--- src/rtl/touch_button_array.sv ---
`default_nettype none
// ============================================================================
//  Module   : touch_button_array
//  Purpose  : Hit-tests touch coordinates against N_BTN runtime-programmable
//             rectangles, debounces the winning button and reports a held
//             level, one-clk press/release pulses and the held button index.
//  Ports    : clk, reset (async, active-low), enable, clcount (sample phase),
//             touch_down, tor_x, tor_y             - touch controller side
//             rect_x_lo/hi, rect_y_lo/hi, btn_mask - packed button geometry
//             btn_hit, btn_held, btn_press, btn_release, btn_id, any_held
//  Revision : 1.0 - initial release
// ============================================================================
module touch_button_array #(
    parameter int N_BTN        = 4,
    parameter int X_W          = 10,
    parameter int Y_W          = 9,
    parameter int SAMPLE_PHASE = 1,
    parameter int PRESS_CNT    = 3,
    parameter int REL_CNT      = 2
) (
    input  logic                 clk,
    input  logic                 reset,
    input  logic                 enable,
    input  logic [1:0]           clcount,
    input  logic                 touch_down,
    input  logic [X_W-1:0]       tor_x,
    input  logic [Y_W-1:0]       tor_y,
    input  logic [N_BTN*X_W-1:0] rect_x_lo,
    input  logic [N_BTN*X_W-1:0] rect_x_hi,
    input  logic [N_BTN*Y_W-1:0] rect_y_lo,
    input  logic [N_BTN*Y_W-1:0] rect_y_hi,
    input  logic [N_BTN-1:0]     btn_mask,
    output logic [N_BTN-1:0]     btn_hit,
    output logic [N_BTN-1:0]     btn_held,
    output logic [N_BTN-1:0]     btn_press,
    output logic [N_BTN-1:0]     btn_release,
    output logic [3:0]           btn_id,
    output logic                 any_held
);

    localparam logic [1:0] c_sample_phase = 2'(SAMPLE_PHASE);
    localparam logic [3:0] c_press_cnt    = 4'(PRESS_CNT);
    localparam logic [3:0] c_rel_cnt      = 4'(REL_CNT);

    typedef enum logic [1:0] {
        S_IDLE = 2'd0,
        S_ARM  = 2'd1,
        S_HELD = 2'd2
    } state_t;

    state_t           r_state;
    logic [3:0]       r_cur;
    logic [3:0]       r_cnt;
    logic [N_BTN-1:0] r_hit;
    logic [N_BTN-1:0] r_held;
    logic [N_BTN-1:0] r_press;
    logic [N_BTN-1:0] r_release;

    logic             w_sample;
    logic [N_BTN-1:0] w_raw;
    logic [N_BTN-1:0] w_win_oh;
    logic [N_BTN-1:0] w_cur_oh;
    logic [3:0]       w_win_idx;
    logic             w_any;
    logic [3:0]       w_cnt_inc;

    assign w_sample  = (clcount == c_sample_phase);
    assign w_cnt_inc = (r_cnt == 4'hF) ? 4'hF : (r_cnt + 4'd1);

    // Inclusive unsigned rectangle test; lo > hi can never satisfy both
    // bounds, so degenerate rectangles drop out without extra logic.
    for (genvar i = 0; i < N_BTN; i++) begin : g_hit
        assign w_raw[i] = touch_down & btn_mask[i]
                        & (tor_x >= rect_x_lo[i*X_W +: X_W])
                        & (tor_x <= rect_x_hi[i*X_W +: X_W])
                        & (tor_y >= rect_y_lo[i*Y_W +: Y_W])
                        & (tor_y <= rect_y_hi[i*Y_W +: Y_W]);
        assign w_cur_oh[i] = (r_cur == 4'(i));
    end

    // Overlap priority: walk from the top so the lowest index is kept last.
    always_comb begin
        w_any     = 1'b0;
        w_win_idx = 4'd0;
        w_win_oh  = '0;
        for (int i = N_BTN - 1; i >= 0; i--) begin
            if (w_raw[i]) begin
                w_any       = 1'b1;
                w_win_idx   = 4'(i);
                w_win_oh    = '0;
                w_win_oh[i] = 1'b1;
            end
        end
    end

    always_ff @(posedge clk or negedge reset) begin
        if (!reset) begin
            r_state   <= S_IDLE;
            r_cur     <= 4'd0;
            r_cnt     <= 4'd0;
            r_hit     <= '0;
            r_held    <= '0;
            r_press   <= '0;
            r_release <= '0;
        end else begin
            r_press   <= '0;
            r_release <= '0;
            if (!enable) begin
                // Leaving HELD through a disable still tells the UI the
                // button went away; other states just drop to idle.
                if (r_state == S_HELD) begin
                    r_release <= r_held;
                end
                r_state <= S_IDLE;
                r_cur   <= 4'd0;
                r_cnt   <= 4'd0;
                r_hit   <= '0;
                r_held  <= '0;
            end else if (w_sample) begin
                r_hit <= w_win_oh;
                case (r_state)
                    S_IDLE: begin
                        if (w_any) begin
                            r_cur <= w_win_idx;
                            if (PRESS_CNT == 1) begin
                                r_state <= S_HELD;
                                r_cnt   <= 4'd0;
                                r_held  <= w_win_oh;
                                r_press <= w_win_oh;
                            end else begin
                                r_state <= S_ARM;
                                r_cnt   <= 4'd1;
                            end
                        end
                    end
                    S_ARM: begin
                        if (!w_any) begin
                            r_state <= S_IDLE;
                            r_cnt   <= 4'd0;
                        end else if (w_win_idx == r_cur) begin
                            if (w_cnt_inc >= c_press_cnt) begin
                                r_state <= S_HELD;
                                r_cnt   <= 4'd0;
                                r_held  <= w_win_oh;
                                r_press <= w_win_oh;
                            end else begin
                                r_cnt <= w_cnt_inc;
                            end
                        end else begin
                            // A different button restarts the debounce.
                            r_cur <= w_win_idx;
                            r_cnt <= 4'd1;
                        end
                    end
                    S_HELD: begin
                        if (w_any && (w_win_idx == r_cur)) begin
                            r_cnt <= 4'd0;
                        end else if (w_cnt_inc >= c_rel_cnt) begin
                            // Another button is only armed on a later sample.
                            r_state   <= S_IDLE;
                            r_cnt     <= 4'd0;
                            r_held    <= '0;
                            r_release <= w_cur_oh;
                        end else begin
                            r_cnt <= w_cnt_inc;
                        end
                    end
                    default: begin
                        r_state <= S_IDLE;
                        r_cnt   <= 4'd0;
                        r_held  <= '0;
                    end
                endcase
            end
        end
    end

    assign btn_hit     = r_hit;
    assign btn_held    = r_held;
    assign btn_press   = r_press;
    assign btn_release = r_release;
    assign any_held    = |r_held;
    assign btn_id      = (r_state == S_HELD) ? r_cur : 4'd0;

endmodule
`default_nettype wire

--- config.mk ---
export PLATFORM = sky130hd
export DESIGN_NAME = touch_button_array
export DESIGN_NICKNAME = d
export VERILOG_FILES = /design/src/rtl/touch_button_array.sv
export SDC_FILE = /design/constraint.sdc
export NUM_CORES = 1
export LEC_CHECK = 0
export CAP_MARGIN = 20
export CORE_UTILIZATION = 45
export DETAILED_ROUTE_END_ITERATION = 10
export PLACE_DENSITY = 0.83
export SLEW_MARGIN = 20
export SYNTH_ARGS = -nofsm -noshare
export SYNTH_HDL_FRONTEND = slang
export SYNTH_SLANG_ARGS = --single-unit
export TNS_END_PERCENT = 10
--- constraint.sdc ---
create_clock -name clk -period 5.4 [get_ports clk]
set_input_delay 0.54 -clock clk [delete_from_list [all_inputs] [get_ports clk]]
set_output_delay 0.54 -clock clk [all_outputs]
set_load 0.02 [all_outputs]
==> metrics, run 1 <==
DIE AREA around 12000 um2; CTS Buf Count 3; Starting Density a little under half; post-CTS sizing 0; Die X 108 um; Buf+Inv Stages, Crit Path 1; number of warnings issued by yosys 0; final worst-path cycle share around four fifths; Crit path largest cell delay slightly above 700 ps; Max Fclk 0.234 GHz; Synth Area in Adders 37.7%; Port Buffer Count 199; Mean Syn Cell Area slightly below 8 um2; Slew @ Worst Pin between 500 and 600 ps; count of flip-flops with a built-in enable after synthesis 0; std cell rows 38; fill count roughly 900; unrepaired setup endpoints after global routing false; GRT Residual Overflow 0; PD cells 114 nW/um2; vias in the first global route between 5000 and 6000; Synth area leader ha_1; #FFs+latches synth 24; via/cell ratio ~5.6; hold_buf cts 0; clock latency on the worst-skew pair approximately 250 ps; most common cell in the netlist ha_1; Clk pin slew, worst setup/hold paths roughly 60 ps; Crit-path slowest cell clkdlybuf4s50_1; max cap viols 0; post-synthesis compound-gate area fraction between 20% and 30%; Total Neg Setup Slack 0 ps; ys async rst share 100%; Rel. slew slack between 60% and 70%; Mapped Cells between 600 and 700; crit-path leading delay family compound AO/OA/AOI/OAI gates; remaining antenna violation count 0; Crit path required time about 5500 ps; Placement Setup Slack about 880 ps; gpl congestion about 0.91; worst-path fanout max 8; initial DRC count 405; Finished Layout Cells 995; Final Hold Fails 0; I/O pin count 202; proportion of layout cells with a drive suffix above 1 under 10%; via count about 5600; Post-CTS Setup Bufs 0; Synth top area share approximately 38%; crit path DAT around 4400 ps; HP Class in -> async; CTS sink cnt 24; WS Path Type in -> reg; ant diodes 0; XOR/XNOR Fraction of Synth Area 0%; final slew viol count 0; TritonCTS clock tree yes; sequential share of the synthesized area a little under an eighth; CP cell instances clkdlybuf4s50_1 > ha_1 > a211oi_1 > nor2_1 > a2111o_1 > o22ai_1 > nand4_1 > nor2b_1 > and4b_1 > o31a_1 > a21o_4 > nand3_1 > a2111oi_0; final setup vio count 0; synth cell count leaders ha_1, inv_1, a21oi_1; CORE AREA ~11000 um2; Final Net Count ~1200; Lkg Pwr 3.78 nW; Top FF cell, synth dfrtp_1; GRT Resource Usage Total 28.9%; Final HPWL DP roughly 14 mm; Max clock buf depth 2; Synth area leaders ha_1, dfrtp_1, inv_1; Tmin final between 4000 and 5000 ps; largest net degree at the start of global routing 25; router iterations before antenna repair 6; simple-gate share of the synthesized area roughly 17%; Routed WL 16.7 mm; status complete, no violations; startpoint types input pin; CP Capture Type flop; worst setup margin approximately 1100 ps; synthesized area just over 5000 um2; main combinational cell family by area after synthesis adder cells; DRC violations left 0; clock skew approximately 2.8 ps; CTS root buf clkbuf_16; Placed Cells around 1000; Max VDD drop 0.127 mV; CTS H-tree depth 1; unique cell type count in the Yosys netlist between 50 and 60; Die Y-Extent ~110 um; Layout area overhead 44.4%; first-pass GRT wire length about 27 mm; initial antenna violation count 0; DR WL/cell 16.8 um; mux cell area share after synthesis less than 1%
worst register-to-register path, cell delays in order, from the launching register on:
cell and delay, ps:
dfrtp_1 480, inv_1 170, nor4_1 300, o31a_1 320
a21o_4 170, nand3_1 220, a2111oi_0 490
sequential cells by signal, summed over array words and instances, names as in the netlist:
signal and flops:
btn_press 4, r_cnt 4, btn_held 4, btn_release 4, btn_hit 4, r_cur 2, r_state 2
area by class of cell:
cell class              instances  area (um2)  area share, %
well taps                     140         175           2.39
flip-flops and latches         24         601           8.20
clock inverters                 1        30.0          0.410
inverters                     147         552           7.53
repair buffers                201        2000           27.3
clock buffers                   3        75.1           1.02
multi-input cells             479        3890           53.1
worst paths after layout:
check	slack, ps	startpoint	depth (start not counted)	end
max	1120	tor_x[7]	13	r_state[1]$_DFFE_PN0P_
min	270	reset	1	btn_release[2]$_DFF_PN0_
max reg2reg	3120	r_cur[1]$_DFFE_PN0P_	6	r_state[1]$_DFFE_PN0P_
min reg2reg	520	btn_hit[3]$_DFFE_PN0P_	2	btn_hit[3]$_DFFE_PN0P_
max in group asynchronous	4760	reset	1	r_state[1]$_DFFE_PN0P_
min in group clk	520	btn_hit[3]$_DFFE_PN0P_	2	btn_hit[3]$_DFFE_PN0P_
logic make-up (layout without fill, tap and decap cells):
logic type,Yosys count,after routing
AOI/OAI and AO/OA,160,160
and+or+nand+nor,159,159
buffers and inverters,154,352
adders and majority gates,153,153
DFF,24,24
muxes,5,5
other,1,2
placed cells by master (no fill, tap or decap), types with 7 or more instances in the layout:
cell,n
clkdlybuf4s50_1,198
nor3_1,18
nor2b_1,9
nand3_1,23
a211oi_1,10
nor2_1,23
o21ai_0,27
inv_1,147
nand2_1,37
a21oi_1,45
ha_1,153
nand4_1,18
a211o_1,7
dfrtp_1,24
nand2b_1,9
o21a_1,8
a21o_1,14
power by group:
| group | switching, mW | internal, mW | total [mW] | leakage [nW] |
|---|---|---|---|---|
| clock | 0.0627 | 0.147 | 0.210 | 0.0511 |
| combinational | 0.206 | 0.240 | 0.445 | 3.39 |
| sequential | 0.00130 | 0.180 | 0.182 | 0.335 |
layer usage:
| layer | part of all wire, % | wire, um | track usage (%) |
|---|---|---|---|
| met5 | 0 | 0 | 0 |
| met4 | 3.0 | 501 | 11.0 |
| met3 | 7.3 | 1230 | 3.98 |
| met2 | 49 | 8190 | 53.5 |
| met1 | 41 | 6810 | 33.3 |
per-stage QoR:
stage	util, %	hold slack (ps)	power (mW)	area (um2)
after floorplan	-	244	0.402	5080
after global placement	66.1	490	0.609	7230
after detailed placement	66.1	517	0.627	7230
after CTS	67.0	528	0.839	7330
after global routing	67.0	303	0.902	7330
final	67.0	266	0.837	7330
(Power assumes the default switching activity.)
==> inputs of run 2 (changes only) <==
--- a/config.mk
+++ b/config.mk
@@ -6,9 +6,9 @@
 export NUM_CORES = 1
 export LEC_CHECK = 0
 export CAP_MARGIN = 20
-export CORE_UTILIZATION = 45
+export CORE_UTILIZATION = 41
 export DETAILED_ROUTE_END_ITERATION = 10
-export PLACE_DENSITY = 0.83
+export PLACE_DENSITY = 0.79
 export SLEW_MARGIN = 20
 export SYNTH_ARGS = -nofsm -noshare
 export SYNTH_HDL_FRONTEND = slang
==> constraint.sdc (replaced) <==
create_clock -name clk -period 3.7 [get_ports clk]
set_input_delay 0.37 -clock clk [delete_from_list [all_inputs] [get_ports clk]]
set_output_delay 0.37 -clock clk [all_outputs]
set_load 0.02 [all_outputs]
==> run 2 against run 1 <==
Net effect:
- clock skew hardly changed
- largest cell class unchanged
- sequential cell count unchanged
- worst setup slack got worse by 1000 ps
==> metrics, run 2 (same netlist as run 1, synthesis figures left out) <==
Layout area overhead 54.8%; switching share of power about a third; ant diodes 0; Lkg Pwr roughly 4.1 nW; std cell rows 40; Crit path required time a little under 4000 ps; Max clock buf depth 2; fill count 1015; Starting Density 42.1%; hold_buf cts 0; GRT Resource Usage Total about a quarter; DR WL/cell between 10 and 15 um; WS Path Type in -> reg; reg-to-reg endpoint btn_held[0]$_DFFE_PN0P_; PD cells 162 nW/um2; final worst-path cycle share a little under 100%; clock skew around 2.9 ps; DRC violations left 0; router iterations before antenna repair 5; CTS sink cnt 24; gpl congestion a little over 0.9; CTS Buf Count 3; proportion of layout cells with a drive suffix above 1 8.38%; I/O pin count between 200 and 250; CP cell instances clkdlybuf4s50_1 > inv_1 > ha_1 > and4_4 > a21o_1 > o32a_1 > or4_4 > nor2_8 > and4b_1 > o31a_1 > a21o_4 > o211a_4 > mux2i_1; Final Net Count 1242; reg2reg setup slack around 1500 ps; via/cell ratio ~5.2; status complete, no violations; Tmin final about 3600 ps; CTS H-tree depth 1; GRT Residual Overflow 0; Final Hold Fails 0; Routed WL around 16 mm; HP Class in -> async; area of placed instances about 7600 um2; final slew viol count 0; via count between 5000 and 6000; Die Y-Extent approximately 110 um; Final Core Density about two thirds; clock latency on the worst-skew pair 260 ps; worst setup margin 113 ps; Flop pwr share 20.8%; Clk pin slew, worst setup/hold paths approximately 70 ps; largest net degree at the start of global routing 25; Max VDD drop around 0.14 mV; max cap viols 0; combinational power share a little over half; Slew @ Worst Pin slightly below 700 ps; WHS slightly above 80 ps; final setup vio count 0; DIE AREA 12800 um2; Crit path largest cell delay roughly 470 ps; Die X ~110 um; Finished Cell Area about 7900 um2; TritonCTS clock tree yes; CORE AREA ~12000 um2; Worst Setup SP rect_x_hi[17]; worst-path fanout max 5; cell-internal power 0.868 mW; Rel. slew slack a little over half; RR Startpoint r_cnt[0]$_DFFE_PN0P_; startpoint types input pin; Final HPWL DP around 14 mm; Port Buffer Count 199; Design Power roughly 1.3 mW; most frequent cells in the layout clkdlybuf4s50_1, ha_1, inv_1; reg2reg path depth 10; commonest non-fill, non-tap cell in the layout clkdlybuf4s50_1; Placement Setup Slack -286 ps; Crit-path slowest cell or4_4; initial DRC count ~360; first-pass GRT wire length approximately 26 mm; CTS root buf clkbuf_16; clock group share of total power about a quarter; switching power just over 0.4 mW; Max Fclk roughly 0.28 GHz; crit path DAT roughly 3800 ps; remaining antenna violation count 0; CP Capture Type flop; initial antenna violation count 0; vias in the first global route roughly 5400
==> run 2: metrics by stage <==
stage,cells,TNS [ps]
floorplan,657,0
global placement,1068,-2120
detailed placement,1068,-3370
CTS,1072,0
global route,1075,-0.921
finish,1075,0
==> run 2: metal layers <==
layer | GRT usage, % | up-vias | wire length [um] | share of wire, %
met4 | 5.88 | 0 | 299 | 1.9
met5 | 0 | - | 0 | 0
li1 | - | 2825 | - | -
met1 | 30.6 | 2531 | 7000 | 44
met3 | 2.84 | 29 | 992 | 6.2
met2 | 45.3 | 214 | 7730 | 48
==> run 2: power groups by stage <==
| stage | combinational (mW) | clock (mW) | sequential, mW |
|---|---|---|---|
| floorplan | 0.318 | 0 | 0.269 |
| global placement | 0.665 | 0 | 0.270 |
| detailed placement | 0.681 | 0 | 0.270 |
| CTS | 0.685 | 0.313 | 0.265 |
| global route | 0.782 | 0.321 | 0.265 |
| finish | 0.694 | 0.316 | 0.265 |
==> run 2: area by class of cell <==
| class | count | area (um2) | area share [%] |
|---|---|---|---|
| multi-input combinational | 479 | 3960 | 50.4 |
| sequential | 24 | 601 | 7.65 |
| clock inverter | 1 | 30.0 | 0.382 |
| tap | 168 | 210 | 2.68 |
| timing repair buffer | 253 | 2430 | 30.9 |
| inverter | 147 | 552 | 7.03 |
| clock buffer | 3 | 75.1 | 0.956 |
==> run 2: critical path, delay by kind of cell <==
| family | cells | cell delay, ps |
|---|---|---|
| adder cells (fa/ha/maj) | 1 | 290 |
| AND/OR/NAND/NOR | 4 | 990 |
| AO/OA/AOI/OAI | 5 | 1430 |
| multiplexers | 1 | 180 |
| buffers and inverters | 2 | 510 |
==> run 2: worst max path at each step <==
stage,slack (ps),endpoint,cells after the start
final,110,btn_held[0]$_DFFE_PN0P_,13
after global routing,-0.9,btn_held[0]$_DFFE_PN0P_,16
after CTS,5,btn_held[0]$_DFFE_PN0P_,13
after detailed placement,-290,r_state[1]$_DFFE_PN0P_,13
after global placement,-200,btn_held[3]$_DFFE_PN0P_,13
after floorplan,420,btn_held[3]$_DFFE_PN0P_,13
==> run 2: timing repair <==
action,in CTS,in global routing
hold endpoints to repair,0,0
pin swaps,2,8
setup buffers,0,3
gates resized for setup,1,19
setup endpoints to repair,3,17
==> inputs of run 3 (changes only) <==
--- a/config.mk
+++ b/config.mk
@@ -6,9 +6,9 @@
 export NUM_CORES = 1
 export LEC_CHECK = 0
 export CAP_MARGIN = 20
-export CORE_UTILIZATION = 41
+export CORE_UTILIZATION = 45
 export DETAILED_ROUTE_END_ITERATION = 10
-export PLACE_DENSITY = 0.79
+export PLACE_DENSITY = 0.83
 export SLEW_MARGIN = 20
 export SYNTH_ARGS = -nofsm -noshare
 export SYNTH_HDL_FRONTEND = slang
==> constraint.sdc (replaced) <==
create_clock -name clk -period 4.3 [get_ports clk]
set_input_delay 0.43 -clock clk [delete_from_list [all_inputs] [get_ports clk]]
set_output_delay 0.43 -clock clk [all_outputs]
set_load 0.02 [all_outputs]
==> run 3 against run 2 <==
Net effect:
- register-to-register slack better by 620 ps
- final area fell by 5.7%
- final cell count is 6.2% lower
- die area fell by 8.7%
- clock skew decreased by 1.6 ps
- combinational power is 18% lower
- hold slack gained 73 ps
- sequential share of layout area increased by 0.46 points
- wire length grew 3.7%
- count of clock-buffer cells in the layout rose by 1
==> metrics, run 3 (same netlist as run 1, synthesis figures left out) <==
std cell rows 38; clock group share of total power between 20% and 30%; I/O pin count 202; Die Y-Extent about 110 um; Finished Cell Area 7410 um2; CTS sink cnt 24; DR WL/cell 16.5 um; Starting Density 46.4%; GRT Resource Usage Total 28.7%; clock skew approximately 1.2 ps; CTS root buf clkbuf_16; Slew @ Worst Pin ~540 ps; reg2reg path depth 10; TritonCTS clock tree yes; initial DRC count 259; reg2reg setup slack about 2100 ps; switching share of power roughly a third; fill count 951; crit path DAT 4100 ps; Final Hold Fails 0; router iterations before antenna repair 4; Max Fclk around 0.25 GHz; Crit-path slowest cell clkdlybuf4s50_1; max cap viols 0; WHS roughly 160 ps; Total Neg Setup Slack 0 ps; ant diodes 0; final slew viol count 0; Rel. slew slack a little under two thirds; vias in the first global route 5693; clock latency on the worst-skew pair about 250 ps; cell-internal power about 0.68 mW; unrepaired setup endpoints after global routing false; Crit path required time ~4400 ps; CTS H-tree depth 1; startpoint types input pin; DIE AREA 11700 um2; Layout area overhead 46.0%; remaining antenna violation count 0; Final HPWL DP about 15 mm; via count 5448; Port Buffer Count slightly below 200; WS Path Type in -> reg; CTS Buf Count 3; Max VDD drop 0.170 mV; status complete, no violations; proportion of layout cells with a drive suffix above 1 between 3 and 4%; Final Core Density about two thirds; RR Startpoint r_cnt[0]$_DFFE_PN0P_; largest net degree at the start of global routing 25; worst-path fanout max 6; Max clock buf depth 2; HP Class in -> async; reg-to-reg endpoint btn_held[0]$_DFFE_PN0P_; initial antenna violation count 0; post-CTS sizing 0; Lkg Pwr between 3 and 4 nW; GRT Residual Overflow 0; gpl congestion approximately 0.92; Die X roughly 110 um; Crit path largest cell delay 550 ps; Tmin final between 3000 and 4000 ps; CP cell instances clkdlybuf4s50_1 > buf_4 > ha_1 > a211oi_1 > nor2_1 > a2111o_1 > o22ai_1 > nand4_1 > nor2b_1 > and4b_1 > o31a_1 > a21o_4 > nand3_1 > a2111oi_0; Flop pwr share 22.5%; via/cell ratio between 5 and 6; commonest non-fill, non-tap cell in the layout clkdlybuf4s50_1; hold_buf cts 0; Routed WL approximately 17 mm; Clk pin slew, worst setup/hold paths 60 ps; CORE AREA between 10000 and 15000 um2; Post-CTS Setup Bufs 0; switching power 0.338 mW; Final Net Count roughly 1200; PD cells between 100 and 150 nW/um2; CP Capture Type flop; combinational power share between 50 and 60%; most frequent cells in the layout clkdlybuf4s50_1, ha_1, inv_1; final worst-path cycle share between 90 and 100%; final setup vio count 0; DRC violations left 0; area of placed instances around 7300 um2; first-pass GRT wire length 26.4 mm
-- run 3: cell types whose count changed in the layout (fill, tap and decap cells not counted), sizes merged --
cell,delta
buf,-39
clkdlybuf4s50,+4
bufinv,-1
clkbuf,+1
dlymetal6s2s,-4
-- run 3: area by class of cell --
type	count	area, um2	share of cell area (%)
sequential	24	601	8.11
multi-input combinational	479	3890	52.5
inverter	147	552	7.45
tap	140	175	2.36
timing repair buffer	214	2100	28.3
clock buffer	4	88.8	1.20
-- run 3: worst max-delay path by stage --
stage                         from                      end  cells after the start
after global routing      tor_x[7]   r_state[1]$_DFFE_PN0P_                     14
after detailed placement  tor_x[7]   r_state[1]$_DFFE_PN0P_                     14
after CTS                 tor_x[7]   r_state[1]$_DFFE_PN0P_                     14
final                     tor_x[7]   r_state[1]$_DFFE_PN0P_                     14
after global placement    tor_x[7]  btn_held[3]$_DFFE_PN0P_                     13
after floorplan           tor_x[0]  btn_held[3]$_DFFE_PN0P_                     13
-- run 3: stage by stage --
step           std cells  power (mW)  setup slack (ps)
5_1_grt             1008        1.10               121
3_5_place_dp        1004       0.797               148
3_3_place_gp        1004       0.778               218
2_1_floorplan        657       0.505               960
4_1_cts             1008        1.02               403
6_report            1008        1.02               332
-- run 3: power groups by stage --
stage,sequential [mW],combinational (mW),clock [mW]
3_3_place_gp,0.232,0.546,0
3_5_place_dp,0.232,0.565,0
6_report,0.228,0.569,0.218
4_1_cts,0.228,0.568,0.220
5_1_grt,0.228,0.636,0.234
2_1_floorplan,0.232,0.273,0
-- run 3: layer usage --
layer	GRT usage [%]	routed length (um)	up-vias
met1	32.7	6990	2430
met5	0	0	-
met4	11.4	651	0
met2	53.0	7880	218
li1	-	-	2756
met3	4.46	1080	44
-- run 3: critical path: cells and delay by family --
kind | cells | cell delay, ps
fa+ha+maj | 1 | 300
buf+inv | 2 | 780
simple gates | 5 | 890
compound gates | 6 | 1710
